$ cat src/rtl/xor_arb_pkg.sv
// Shared constants and state encoding for the XOR-sharing arbiter.
// The requester count and operand width are fixed in this revision.
package xor_arb_pkg;

    localparam int NUM_REQ = 4;
    localparam int OP_W    = 4;
    localparam int ID_W    = 2;

    typedef enum logic [1:0] {
        IDLE = 2'd0,
        EVAL = 2'd1,
        RESP = 2'd2,
        WAIT = 2'd3
    } state_t;

endpackage

$ cat src/rtl/four_input_xor_gate_a.sv
// Shared parity datapath: a purely combinational four-input XOR.
module four_input_xor_gate_a (
    input  logic a,
    input  logic b,
    input  logic c,
    input  logic d,
    output logic e
);

    assign e = a ^ b ^ c ^ d;

endmodule

$ cat src/rtl/xor_share_arbiter.sv
// Round-robin arbiter that time-shares one four_input_xor_gate_a among
// four requesters with a done pulse and a 4-phase release handshake.
module xor_share_arbiter
    import xor_arb_pkg::*;
#(
    parameter int CNT_W = 8
) (
    input  logic                    clk,
    input  logic                    reset_n,
    input  logic [NUM_REQ-1:0]      req,
    input  logic [NUM_REQ*OP_W-1:0] op,
    output logic [NUM_REQ-1:0]      gnt,
    output logic                    busy,
    output logic                    done,
    output logic                    result,
    output logic [ID_W-1:0]         gnt_id,
    output logic [CNT_W-1:0]        txn_cnt,
    output logic [1:0]              fsm_state
);

    // Handshake: a requester raises req[i] and holds it until it sees done;
    // the grant is released only once the granted requester drops req.

    state_t              state, state_nxt;
    logic [ID_W-1:0]     ptr, ptr_nxt;
    logic [OP_W-1:0]     opnd, opnd_nxt;
    logic [NUM_REQ-1:0]  gnt_nxt;
    logic [ID_W-1:0]     id_nxt;
    logic                busy_nxt;
    logic                done_nxt;
    logic                result_nxt;
    logic [CNT_W-1:0]    cnt_nxt;
    logic [ID_W-1:0]     winner;
    logic                gate_e;

    // Lowest offset from the pointer wins; the 2-bit index wraps mod 4.
    function automatic logic [ID_W-1:0] rr_pick(input logic [NUM_REQ-1:0] r,
                                                input logic [ID_W-1:0]    p);
        logic [ID_W-1:0] idx;
        logic [ID_W-1:0] pick;
        pick = p;
        for (int j = NUM_REQ - 1; j >= 0; j--) begin
            idx = p + ID_W'(j);
            if (r[idx]) pick = idx;
        end
        return pick;
    endfunction

    four_input_xor_gate_a u_gate (
        .a (opnd[3]),
        .b (opnd[2]),
        .c (opnd[1]),
        .d (opnd[0]),
        .e (gate_e)
    );

    always_comb begin
        state_nxt  = state;
        ptr_nxt    = ptr;
        opnd_nxt   = opnd;
        gnt_nxt    = gnt;
        id_nxt     = gnt_id;
        done_nxt   = done;
        result_nxt = result;
        cnt_nxt    = txn_cnt;
        winner     = rr_pick(req, ptr);
        case (state)
            IDLE: begin
                if (|req) begin
                    gnt_nxt   = NUM_REQ'(1) << winner;
                    id_nxt    = winner;
                    opnd_nxt  = op[winner*OP_W +: OP_W];
                    state_nxt = EVAL;
                end
            end
            EVAL: begin
                result_nxt = gate_e;
                done_nxt   = 1'b1;
                cnt_nxt    = txn_cnt + 1'b1;
                state_nxt  = RESP;
            end
            RESP: begin
                done_nxt  = 1'b0;
                state_nxt = WAIT;
            end
            WAIT: begin
                if (!req[gnt_id]) begin
                    gnt_nxt   = '0;
                    ptr_nxt   = gnt_id + 1'b1;
                    state_nxt = IDLE;
                end
            end
            default: state_nxt = IDLE;
        endcase
        busy_nxt = (state_nxt != IDLE);
    end

    always_ff @(posedge clk or negedge reset_n) begin
        if (!reset_n) begin
            state <= IDLE;
        end else begin
            state <= state_nxt;
        end
    end

    always_ff @(posedge clk or negedge reset_n) begin
        if (!reset_n) begin
            ptr     <= '0;
            opnd    <= '0;
            gnt     <= '0;
            gnt_id  <= '0;
            busy    <= 1'b0;
            done    <= 1'b0;
            result  <= 1'b0;
            txn_cnt <= '0;
        end else begin
            ptr     <= ptr_nxt;
            opnd    <= opnd_nxt;
            gnt     <= gnt_nxt;
            gnt_id  <= id_nxt;
            busy    <= busy_nxt;
            done    <= done_nxt;
            result  <= result_nxt;
            txn_cnt <= cnt_nxt;
        end
    end

    assign fsm_state = state;

endmodule

$ cat config.mk
export PLATFORM = sky130hd
export DESIGN_NAME = xor_share_arbiter
export DESIGN_NICKNAME = d
export VERILOG_FILES = /design/src/rtl/xor_arb_pkg.sv /design/src/rtl/four_input_xor_gate_a.sv /design/src/rtl/xor_share_arbiter.sv
export SDC_FILE = /design/constraint.sdc
export NUM_CORES = 1
export LEC_CHECK = 0
export BUFFER_PORTS_ARGS = -buffer_cell sky130_fd_sc_hd__buf_2
export CORE_MARGIN = 4
export CORE_UTILIZATION = 55
export DETAILED_ROUTE_END_ITERATION = 8
export GPL_TIMING_DRIVEN = 0
export PLACE_DENSITY_LB_ADDON = 0.1
export SLEW_MARGIN = 0
export SYNTH_ARGS = -nofsm -noshare
export SYNTH_HDL_FRONTEND = slang
export SYNTH_HIERARCHICAL = 1
export SYNTH_SLANG_ARGS = --single-unit
$ cat constraint.sdc
create_clock -name clk -period 3.05 [get_ports clk]
set_input_delay 0 -clock clk [delete_from_list [all_inputs] [get_ports clk]]
set_output_delay 0 -clock clk [all_outputs]
set_load 0.02 [all_outputs]
# == Word-level counts from Yosys, hierarchy flattened ==
# Cells that the tools add are included.
# word_totals
register_bits,25
in_bits,22
wordCells,59
# op_classes
add_sub_neg,5
n_lt_le_gt_ge,5
eq_ne,5
shift,2
mux,21
bitwise,4
reduce_logical,8
# op_table
operator,count
$shiftx A16 B5 Y4,1
$lt A2 B3 Y1 const B,5
$mux W2,6
$bmux W1 S2,5
$add A8 B1 Y8 const B,1
$mux W4,2
$pmux W2 S4,1
$pmux W4 S2,1
$reduce_bool A2 Y1,3
$mux W1,5
$add A2 B1 Y2 const B,2
$add A2 B2 Y2 const B,2
$eq A2 B2 Y1 const B,2
$ne A2 B2 Y1 const B,2
$reduce_and A2 Y1,2
$reduce_or A4 Y1,1
$shl A1 B2 Y4 const A,1
$reduce_and A3 Y1,1
$xor A1 B1 Y1,3
$eq A2 B1 Y1 const B,1
$logic_not A2 Y1,1
$pmux W1 S2,1
$not A1 Y1,1

# == Depth between registers and ports, before layout ==
# Gate-level depths: netlist (run 1).
# depth
word_depth,10
mapped_depth,7
mapped_depth_nobuf,7

# == Hierarchy ==
# Netlist (run 1), hierarchy kept.
# by_module_without_submodules
module,n_inst,cells_per_inst,area_per_inst_um2,seq_area_each_um2
xor_share_arbiter,1,129,1380.1,625.6
four_input_xor_gate_a,1,3,26.3,0.0

# == Worst setup path after synthesis (run 1) ==
# OpenSTA, ideal clock, no wires.
# synth_timing
path_type,flip-flop to flip-flop
startpoint,register ptr[1]
endpoint,register opnd[0]
t_arrival_ns,1.801
slack_ns,1.123
stages_incl_launch_ff,6
path_cell_list,dfrtp_1 -> nor2b_2 -> a2111o_2 -> nand2_4 -> mux2_4 -> a221o_1
# synth_via
elab_chain_cells,8
# synth_rtl
item,line,text
from (decl),xor_share_arbiter.sv:25,"logic [ID_W-1:0] ptr, ptr_nxt;"
from (signal assigned),xor_share_arbiter.sv:117,ptr <= ptr_nxt;
$add A2 B2 Y2,xor_share_arbiter.sv:43,idx = p + ID_W'(j);
$bmux W1 S2,xor_share_arbiter.sv:44,if (r[idx]) pick = idx;
$mux W1 (not written as such),xor_share_arbiter.sv:44,
$mux W2 (3 in series),xor_share_arbiter.sv:44,
$mux W2 (*),xor_share_arbiter.sv:44,
$shiftx A16 B5 Y4 (*),xor_share_arbiter.sv:72,opnd_nxt = op[winner*OP_W +: OP_W];
to (signal assigned),xor_share_arbiter.sv:118,opnd <= opnd_nxt;
to (decl),xor_share_arbiter.sv:26,"logic [OP_W-1:0] opnd, opnd_nxt;"
# Mark *: on every way between the ends. The rest lies on a longest branch, timed or not. The select of a mux whose other input is x is not followed.
# A chain may end at the register's enable or synchronous reset.

# == Final worst setup path (run 1) ==
# layout_timing
startpoint,register ptr[1]
endpoint,register opnd[3]
# The elaborated chain is that of the path after synthesis.

==> results by group, run 1 <==
Outcome
  • Status: finished clean

Yosys
  • EDFF count, synth: 0
  • Yosys warning total: 6
  • Synth area leaders: dfrtp_1 44%, xnor2_1 5.6%, ha_1 5.3%
  • Post-synthesis cell count: 132
  • Syn_nets: 160
  • Top cells by count, synth: 25 x dfrtp_1, 12 x nand2_1, 9 x xnor2_1
  • Synth Cell Area: 0.00141 mm^2
  • #FFs+latches synth: 25
  • Syn Area/Cell: 10.7 um^2
  • Part of the Yosys area used for sequential elements: 0.445
  • Synth top area share: 0.445
  • Yosys top cell by area: dfrtp_1
  • Synth Flop Type: dfrtp_1
  • Count leader, synth: dfrtp_1
  • Synth cell types: 38
  • Asr flop ratio synth: 1.00

Worst hold path
  • Min-Delay Startpoint: op[2]
  • Hold Path Cell Cnt: 3
  • Worst hold-check path type: in -> reg
  • Hold Path Sink: opnd[2]

Timing
  • Final hold vios: 0
  • Max-slew violations: 0
  • Final Setup Violations: 0
  • Skew final: roughly 11 ps
  • Peak Freq: slightly below 500 MHz
  • Setup total negative slack: 0 ps
  • Worst slew pin tran: 548 ps
  • WHS: 16.0 ps
  • Worst setup margin: 986 ps
  • Slew Limit Headroom: 0.635
  • RSZ-0062 raised after global routing: no
  • Period minus WS final: between 2000 and 2500 ps
  • Fin crit share: 0.677

Global route
  • Largest net degree at the start of global routing: 26
  • Number of global-route vias before repair: 1,093
  • First-pass GRT wire length: 4880 um
  • GRT Util Overall: 0.182
  • Grt total ovfl: 0
  • Initial antenna violation count: 0

Worst setup path
  • Worst path required time: 3270 ps
  • CP Cell Sequence: nor2b_2 > a2111o_2 > nand2_4 > mux2_4 > a221o_1
  • Reg2Reg Setup Slack: 990 ps
  • Crit path arrival time: 2290 ps
  • Kind of critical path: reg -> reg
  • Critical Path End Type: flop
  • CP Launch Type: flop
  • CP max FO: 7
  • R2R Path End: opnd[3]
  • CP peak stage delay: about 540 ps
  • Worst path bufs/invs: 0
  • Reg2Reg Depth: 5
  • Slowest cell on crit path: a2111o_2
  • RR Startpoint: ptr[1]
  • Top delay family on crit path: compound AO/OA/AOI/OAI gates

Pwr
  • Clk network pwr share: 0.091
  • Combinational Power Share: 0.538
  • LEAKAGE: 0.817 nW
  • Sw Ratio: 0.446
  • Power Density: just under 1000 mW/mm^2
  • Int Pwr: 0.914 mW
  • Reg power frac: 0.371
  • Switching Power: 0.737 mW
  • VDD IR max: 0.000638 V

Clock tree
  • H-tree lvl count: 1
  • Clock latency on the worst-skew pair: 320 ps
  • # hold bufs at CTS: 2
  • Sink Count: 25
  • TritonCTS clock tree: yes
  • Longest Clk Path Bufs: 2
  • Post-cts gate resize count: 0
  • CTS Root Cell: clkbuf_4
  • CTS clk-pin slew, worst paths: 140 ps
  • Post-CTS Setup Repair Bufs: 0
  • Cts bufs inserted: 3

Floorplan
  • Core Box Area: 0.00245 mm^2
  • Initial core utilization: 0.573
  • Die Wd: 58.6 um
  • Die area: 0.00343 mm^2
  • Row count: 18
  • I/O Pins: 41
  • Die height: 58.6 um

Placed design
  • Final GP Congestion: 0.839
  • Detailed placement HPWL: 2220 um
  • Dpl ws: a little under 1000 ps
  • Buffers on Ports: 40

Job
  • Max-cap viol count: 0

Layout
  • Filler cells: 196
  • Final Net Count: 207
  • Layout cells sized above 1: 0.326
  • Layout area overhead: 20.5%
  • Diodes inserted: 0

Routing
  • DR iter-0 viols: 27
  • Post-route DRC: 0
  • First drt pass iteration count: 4
  • DR WL/cell: 13.6 um
  • Vias per cell: 5.48
  • Post-DRT Antenna Nets: 0
  • DRT Wirelength: 2830 um
  • Routed vias: 1,140
==> registers in the layout, summed over array words and instances (netlist names) <==
signal / flops
txn_cnt: 8
gnt: 4
opnd: 4
fsm_state: 2
gnt_id: 2
ptr: 2
busy: 1
done: 1
result: 1
==> layout make-up <==
type | instances | area [um^2] | area share
sequential | 25 | 626 | 0.369
multi-input combinational | 100 | 753 | 0.445
clock buffer | 3 | 22.5 | 0.0133
clock inverter | 1 | 7.51 | 0.00443
tap | 30 | 37.5 | 0.0222
buffer | 2 | 8.76 | 0.00517
inverter | 5 | 18.8 | 0.0111
timing repair buffer | 42 | 220 | 0.130
==> tightest hold or removal path: stages <==
cell      delay (ps)
buf_2             90
mux2i_1          140
a211oi_2          80
==> worst max path at each step <==
| stage | from | depth (start not counted) | end |
|---|---|---|---|
| final | ptr[1] | 5 | opnd[3] |
| after global routing | ptr[1] | 5 | opnd[3] |
| after CTS | ptr[1] | 5 | opnd[3] |
| after detailed placement | ptr[1] | 5 | opnd[3] |
| after global placement | ptr[1] | 5 | opnd[3] |
| after floorplan | ptr[1] | 5 | opnd[0] |
==> layout by cell type, fill, tap and decap left out, types with 2 or more instances in the layout <==
cell           instances
nor2b_1                5
nor2_1                 7
nand2b_1               2
clkbuf_4               3
ha_1                   6
buf_2                 41
nand4_1                4
a22o_1                 2
mux2_4                 3
nand2_1               12
o21ai_1                3
mux2_2                 2
nor3_1                 3
o21ai_0                5
mux2i_1                2
inv_1                  5
dfrtp_1               25
nand3_1                4
a2111oi_2              2
xor2_1                 2
xnor2_1                9
o31ai_1                3
and3_1                 3
a221o_1                3
a21oi_1                5
dlygate4sd3_1          2
==> per-layer routing <==
metal  track usage  wire, um  vias up
met5             0         0        -
met4        0.0199        14        0
met3        0.0395       138        2
met2         0.314      1330       22
met1         0.243      1340      546
li1              -         -      570
==> through the flow <==
| stage | cell area (um^2) | power, mW | instances | utilization |
|---|---|---|---|---|
| after floorplan | 1410 | 1.26 | 132 | - |
| after global placement | 1640 | 1.48 | 202 | 0.670 |
| after detailed placement | 1640 | 1.51 | 202 | 0.670 |
| after CTS | 1690 | 1.67 | 208 | 0.690 |
| after global routing | 1690 | 1.80 | 208 | 0.690 |
| final | 1690 | 1.65 | 208 | 0.690 |
==> logic make-up after synthesis <==
| family | count (synthesis) | share of synthesized area |
|---|---|---|
| flip-flops | 25 | 0.445 |
| AND/OR/NAND/NOR | 45 | 0.171 |
| buffers and inverters | 7 | 0.0196 |
| AO/OA/AOI/OAI | 30 | 0.162 |
| multiplexers | 8 | 0.0810 |
| adder cells (fa/ha/maj) | 6 | 0.0534 |
| XOR/XNOR | 11 | 0.0685 |
==> power groups by stage <==
stage	Clock (mW)	Combinational [mW]	Sequential, mW
detailed placement	0	0.895	0.616
finish	0.150	0.888	0.612
global route	0.168	0.994	0.635
CTS	0.158	0.899	0.609
global placement	0	0.869	0.607
floorplan	0	0.545	0.715
No activity file was read; power rests on OpenSTA's default activity.
==> run 2, diff against run 1 <==
--- a/config.mk
+++ b/config.mk
@@ -7,7 +7,7 @@
 export LEC_CHECK = 0
 export BUFFER_PORTS_ARGS = -buffer_cell sky130_fd_sc_hd__buf_2
 export CORE_MARGIN = 4
-export CORE_UTILIZATION = 55
+export CORE_UTILIZATION = 51
 export DETAILED_ROUTE_END_ITERATION = 8
 export GPL_TIMING_DRIVEN = 0
 export PLACE_DENSITY_LB_ADDON = 0.1
==> constraint.sdc (replaced) <==
create_clock -name clk -period 1.99 [get_ports clk]
set_input_delay 0 -clock clk [delete_from_list [all_inputs] [get_ports clk]]
set_output_delay 0 -clock clk [all_outputs]
set_load 0.02 [all_outputs]
==> run 2 against run 1 <==
Clock power rose by 48%; wire length rose by 9.3%; count of clock-buffer cells in the layout rose by 1; clock skew fell by 1.6 ps; critical endpoint unchanged.
==> results by group, run 2 (synthesis results as in run 1) <==
Routing
  • Routed vias: 1,187
  • DR WL/cell: roughly 15 um
  • Post-route DRC: 0
  • DRT Wirelength: 3090 um
  • Post-DRT Antenna Nets: 0
  • First drt pass iteration count: 4
  • DR iter-0 viols: 16
  • Vias per cell: 5.65

Timing
  • Worst slew pin tran: about 550 ps
  • Skew final: 9.53 ps
  • Final Setup Violations: 0
  • Fin crit share: 0.984
  • Period minus WS final: 1960 ps
  • Setup total negative slack: 0 ps
  • Max-slew violations: 0
  • Peak Freq: 511 MHz
  • Final hold vios: 0
  • Slew Limit Headroom: 0.632

Global route
  • Grt total ovfl: 0
  • GRT Util Overall: 0.180
  • First-pass GRT wire length: 5020 um
  • Number of global-route vias before repair: 1,152
  • Largest net degree at the start of global routing: 26
  • Initial antenna violation count: 0

Worst setup path
  • Slowest cell on crit path: a2111o_2
  • Reg2Reg Depth: 5
  • CP max FO: 5
  • Worst path bufs/invs: 0
  • Top delay family on crit path: compound AO/OA/AOI/OAI gates
  • Worst path required time: ~2200 ps
  • Reg2Reg Setup Slack: 30 ps
  • R2R Path End: opnd[3]
  • Kind of critical path: reg -> reg
  • CP peak stage delay: 510 ps
  • CP Launch Type: flop
  • Critical Path End Type: flop
  • RR Startpoint: ptr[1]
  • Crit path arrival time: 2170 ps
  • CP Cell Sequence: nor2b_4 > a2111o_2 > nand2_4 > mux2_4 > a221o_1

Floorplan
  • I/O Pins: 41
  • Die Wd: 60.5 um
  • Initial core utilization: 0.553
  • Core Box Area: around 0.0025 mm^2
  • Die height: ~60 um
  • Die area: 0.00366 mm^2
  • Row count: 18

Layout
  • Commonest non-fill, non-tap cell in the layout: buf_2
  • Most frequent cells in the layout: 41 x buf_2, 24 x dfrtp_1, 12 x nand2_1, 9 x xnor2_1, 7 x nor2_1
  • Diodes inserted: 0
  • Regs by FF count: txn_cnt (8), gnt (4), opnd (4)
  • Layout area overhead: 22.0%
  • Layout cells sized above 1: 0.350
  • Flip-flop count of the largest register after layout: 8
  • Non-filler cells, final: 210
  • Reg with most FFs: txn_cnt
  • Final Net Count: between 200 and 250

Pwr
  • Power Density: 1510 mW/mm^2
  • LEAKAGE: 0.834 nW
  • VDD IR max: 0.00118 V

Placed design
  • Detailed placement HPWL: 2440 um
  • Placed cells: 202
  • Buffers on Ports: 40
  • Final GP Congestion: 0.838

Clock tree
  • TritonCTS clock tree: yes
  • Cts bufs inserted: 3
  • Sink Count: 25
  • CTS Root Cell: clkbuf_4
  • H-tree lvl count: 1
  • Clock latency on the worst-skew pair: 310 ps
  • CTS clk-pin slew, worst paths: 140 ps
  • Longest Clk Path Bufs: 2

Job
  • Max-cap viol count: 0

Worst hold path
  • Min-Delay Startpoint: op[14]
  • Worst hold-check path type: in -> reg
  • Hold Path Sink: opnd[2]
  • Hold Path Cell Cnt: 3

Outcome
  • Status: finished clean
## run 2: tightest hold or removal path: cells and delay by family
family | cells | cell delay, ps
AO/OA/AOI/OAI | 2 | 210
buffers and inverters | 1 | 90
## run 2: power breakdown
part | internal (mW) | switching [mW]
registers | 0.729 | 0.201
clock network | 0.0782 | 0.144
logic | 0.636 | 0.796
## run 2: metrics by stage
step | area, um^2 | setup slack [ps] | total power [mW] | hold slack [ps] | util
finish | 1720 | 32.4 | 2.58 | 24.4 | 0.674
global route | 1720 | -5.15 | 2.79 | 27.4 | 0.674
CTS | 1690 | 21.2 | 2.57 | 22.7 | 0.664
detailed placement | 1640 | -72.0 | 2.33 | 13.6 | 0.646
global placement | 1640 | -22.8 | 2.27 | 11.2 | 0.646
floorplan | 1410 | 63.0 | 1.93 | -296 | -
## run 2: area by class of cell
type	count	area (um^2)
plain buffers	1	5.00
clock buffers	4	26.3
fillers	199	830
inverters	5	18.8
multi-input cells	100	761
flip-flops and latches	25	627
well taps	30	37.5
repair buffers	45	240
## run 2: layer usage
layer / global-route usage / wire length (um)
met1: 0.240 / 1410
met2: 0.304 / 1510
met3: 0.0255 / 116
met4: 0.0557 / 51
met5: 0 / 0
## run 2: worst max-delay path by stage
stage,startpoint,end,slack [ps],cells after the start
2_1_floorplan,ptr[1],opnd[0],60,5
3_3_place_gp,ptr[1],opnd[3],-20,5
3_5_place_dp,ptr[1],opnd[3],-70,5
4_1_cts,ptr[1],opnd[3],20,5
5_1_grt,ptr[1],opnd[0],-5,5
6_report,ptr[1],opnd[3],30,5
## run 2: what timing repair did
item                                    CTS  global route
hold endpoints to repair                 25             0
pin swaps                                 1             3
cloned                                    0             0
resized for setup                         1             2
hold buffers                              1             0
buffers inserted                          1             3
endpoints found under the setup margin    3             4
==> run 3, diff against run 2 <==
--- a/config.mk
+++ b/config.mk
@@ -11,6 +11,7 @@
 export DETAILED_ROUTE_END_ITERATION = 8
 export GPL_TIMING_DRIVEN = 0
 export PLACE_DENSITY_LB_ADDON = 0.1
+export RECOVER_POWER = 50
 export SLEW_MARGIN = 0
 export SYNTH_ARGS = -nofsm -noshare
 export SYNTH_HDL_FRONTEND = slang
==> run 3 against run 2 <==
Core utilization decreased by 0.44 points; combinational power about the same; final cell count unchanged; wire length increased by 0.71%; sequential power about the same; sequential share of layout area increased by 0.24 points; clock skew increased by 0.60 ps; die area unchanged.
==> results by group, run 3 (synthesis results as in run 1) <==
Layout
  • Most frequent cells in the layout: 32 x buf_2, 24 x dfrtp_1, 12 x nand2_1, 10 x clkbuf_1, 9 x xnor2_1
  • Commonest non-fill, non-tap cell in the layout: buf_2
  • Design Area, Final: roughly 0.0017 mm^2
  • Diodes inserted: 0
  • Layout cells sized above 1: 0.300
  • Non-filler cells, final: 210
  • Flip-flop count of the largest register after layout: 8
  • Layout area overhead: 21.2%
  • Reg with most FFs: txn_cnt
  • Final Net Count: 209
  • Regs by FF count: txn_cnt (8), gnt (4), opnd (4)

Floorplan
  • Core Box Area: 0.00254 mm^2
  • Die area: 0.00366 mm^2
  • Row count: 18
  • Die height: 60.5 um
  • I/O Pins: 41
  • Initial core utilization: 0.553
  • Die Wd: about 61 um

Pwr
  • Sw Ratio: 0.446
  • Overall Power: 2.57 mW
  • Clk network pwr share: 0.088
  • Reg power frac: 0.362
  • Switching Power: 1.15 mW
  • VDD IR max: 0.00118 V
  • Int Pwr: between 1 and 1.5 mW
  • Power Density: 1510 mW/mm^2
  • LEAKAGE: approximately 0.8 nW
  • Combinational Power Share: 0.550

Worst setup path
  • Critical Path End Type: flop
  • CP Cell Sequence: nor2b_4 > a2111o_2 > nand2_4 > mux2_4 > a221o_1
  • Worst path required time: 2210 ps
  • CP peak stage delay: 510 ps
  • CP max FO: 5
  • Top delay family on crit path: compound AO/OA/AOI/OAI gates
  • Worst path bufs/invs: 0
  • CP Launch Type: flop
  • Crit path arrival time: 2180 ps
  • Slowest cell on crit path: a2111o_2
  • Kind of critical path: reg -> reg

Job
  • Max-cap viol count: 0

Worst hold path
  • Worst hold-check path type: in -> reg

Clock tree
  • CTS clk-pin slew, worst paths: ~140 ps
  • CTS Root Cell: clkbuf_4
  • Sink Count: 25
  • H-tree lvl count: 1
  • Clock latency on the worst-skew pair: 320 ps
  • Longest Clk Path Bufs: 2
  • Cts bufs inserted: 3
  • TritonCTS clock tree: yes

Timing
  • Worst setup margin: 27.8 ps
  • Period minus WS final: 1960 ps
  • Final Setup Violations: 0
  • Worst slew pin tran: 1330 ps
  • Skew final: 10.1 ps
  • Final hold vios: 0
  • Fin crit share: 0.986
  • Slew Limit Headroom: 0.116
  • Max-slew violations: 0
  • Peak Freq: 510 MHz

Global route
  • GRT Util Overall: 0.180
  • GR Util met1: 0.240
  • Met3 usage in global routing: 0.0255
  • GR Util met2: 0.304
  • Most Crowded Layer GR: met2
  • Largest net degree at the start of global routing: 26
  • Initial antenna violation count: 0
  • First-pass GRT wire length: ~5000 um
  • Grt total ovfl: 0
  • Number of global-route vias before repair: 1,152

Routing
  • DR WL/cell: between 10 and 15 um
  • DRT Wirelength: 3110 um
  • Vias per cell: 5.56
  • Post-DRT Antenna Nets: 0
  • Routed vias: 1,167
  • First drt pass iteration count: 4
  • DR iter-0 viols: 16
  • Post-route DRC: 0

Placed design
  • Placed cells: 202
  • Dpl ws: -72.0 ps
  • Placed Instance Area: approximately 0.0016 mm^2
  • Buffers on Ports: 40
  • Final GP Congestion: about 0.84
  • Detailed placement HPWL: ~2400 um

Outcome
  • Status: finished clean
run 3: changes by cell type in the layout (fill, tap and decap cells not counted), sizes merged:
cell / delta
buf: -9
clkbuf: +9
run 3: layout make-up:
type,instances,area [um^2]
clock buffer,4,26.3
multi-input combinational,100,761
sequential,25,627
inverter,5,18.8
buffer,1,5.00
timing repair buffer,45,229
fill,207,841
tap,30,37.5
run 3: power by group through the flow:
stage,combinational [mW],sequential (mW),clock [mW]
finish,1.42,0.931,0.227
global route,1.56,0.963,0.253
CTS,1.41,0.929,0.234
detailed placement,1.38,0.944,0
global placement,1.34,0.933,0
floorplan,0.836,1.10,0
run 3: metrics by stage:
stage	utilization	TNS, ps	hold slack [ps]
after floorplan	-	0	-296
after global placement	0.646	-57.1	11.2
after detailed placement	0.646	-196	13.6
after CTS	0.664	0	22.7
after global routing	0.670	-6.01	27.4
final	0.670	0	22.2
run 3: metal layers:
metal,part of all wire,wire length (um),up-vias
li1,-,-,574
met1,0.46,1430,559
met2,0.48,1500,27
met3,0.043,134,7
met4,0.018,55,0
met5,0,0,-
run 3: what timing repair did:
| item | in CTS | in global routing |
|---|---|---|
| resized for setup | 1 | 2 |
| endpoints found under the setup margin | 3 | 4 |
| endpoints found under the hold margin | 25 | 0 |
| hold buffers | 1 | 0 |
| setup buffers | 1 | 3 |
| pin swaps | 1 | 3 |
run 3: worst paths after layout:
kind | start | endpoint | slack (ps) | depth (start not counted)
min | op[14] | opnd[2] | 20 | 3
max | ptr[1] | opnd[3] | 30 | 5
max in group asynchronous | reset_n | ptr[1] | 630 | 2
min reg2reg | txn_cnt[7] | txn_cnt[7] | 480 | 1
max reg2reg | ptr[1] | opnd[3] | 30 | 5
min in group asynchronous | reset_n | result | 490 | 2
run 3: worst reg2reg max path, delay by kind of cell, from the launching register on:
kind	cells	cell delay [ps]
mux	1	310
compound gates	2	830
simple gates	2	280
flops	1	450
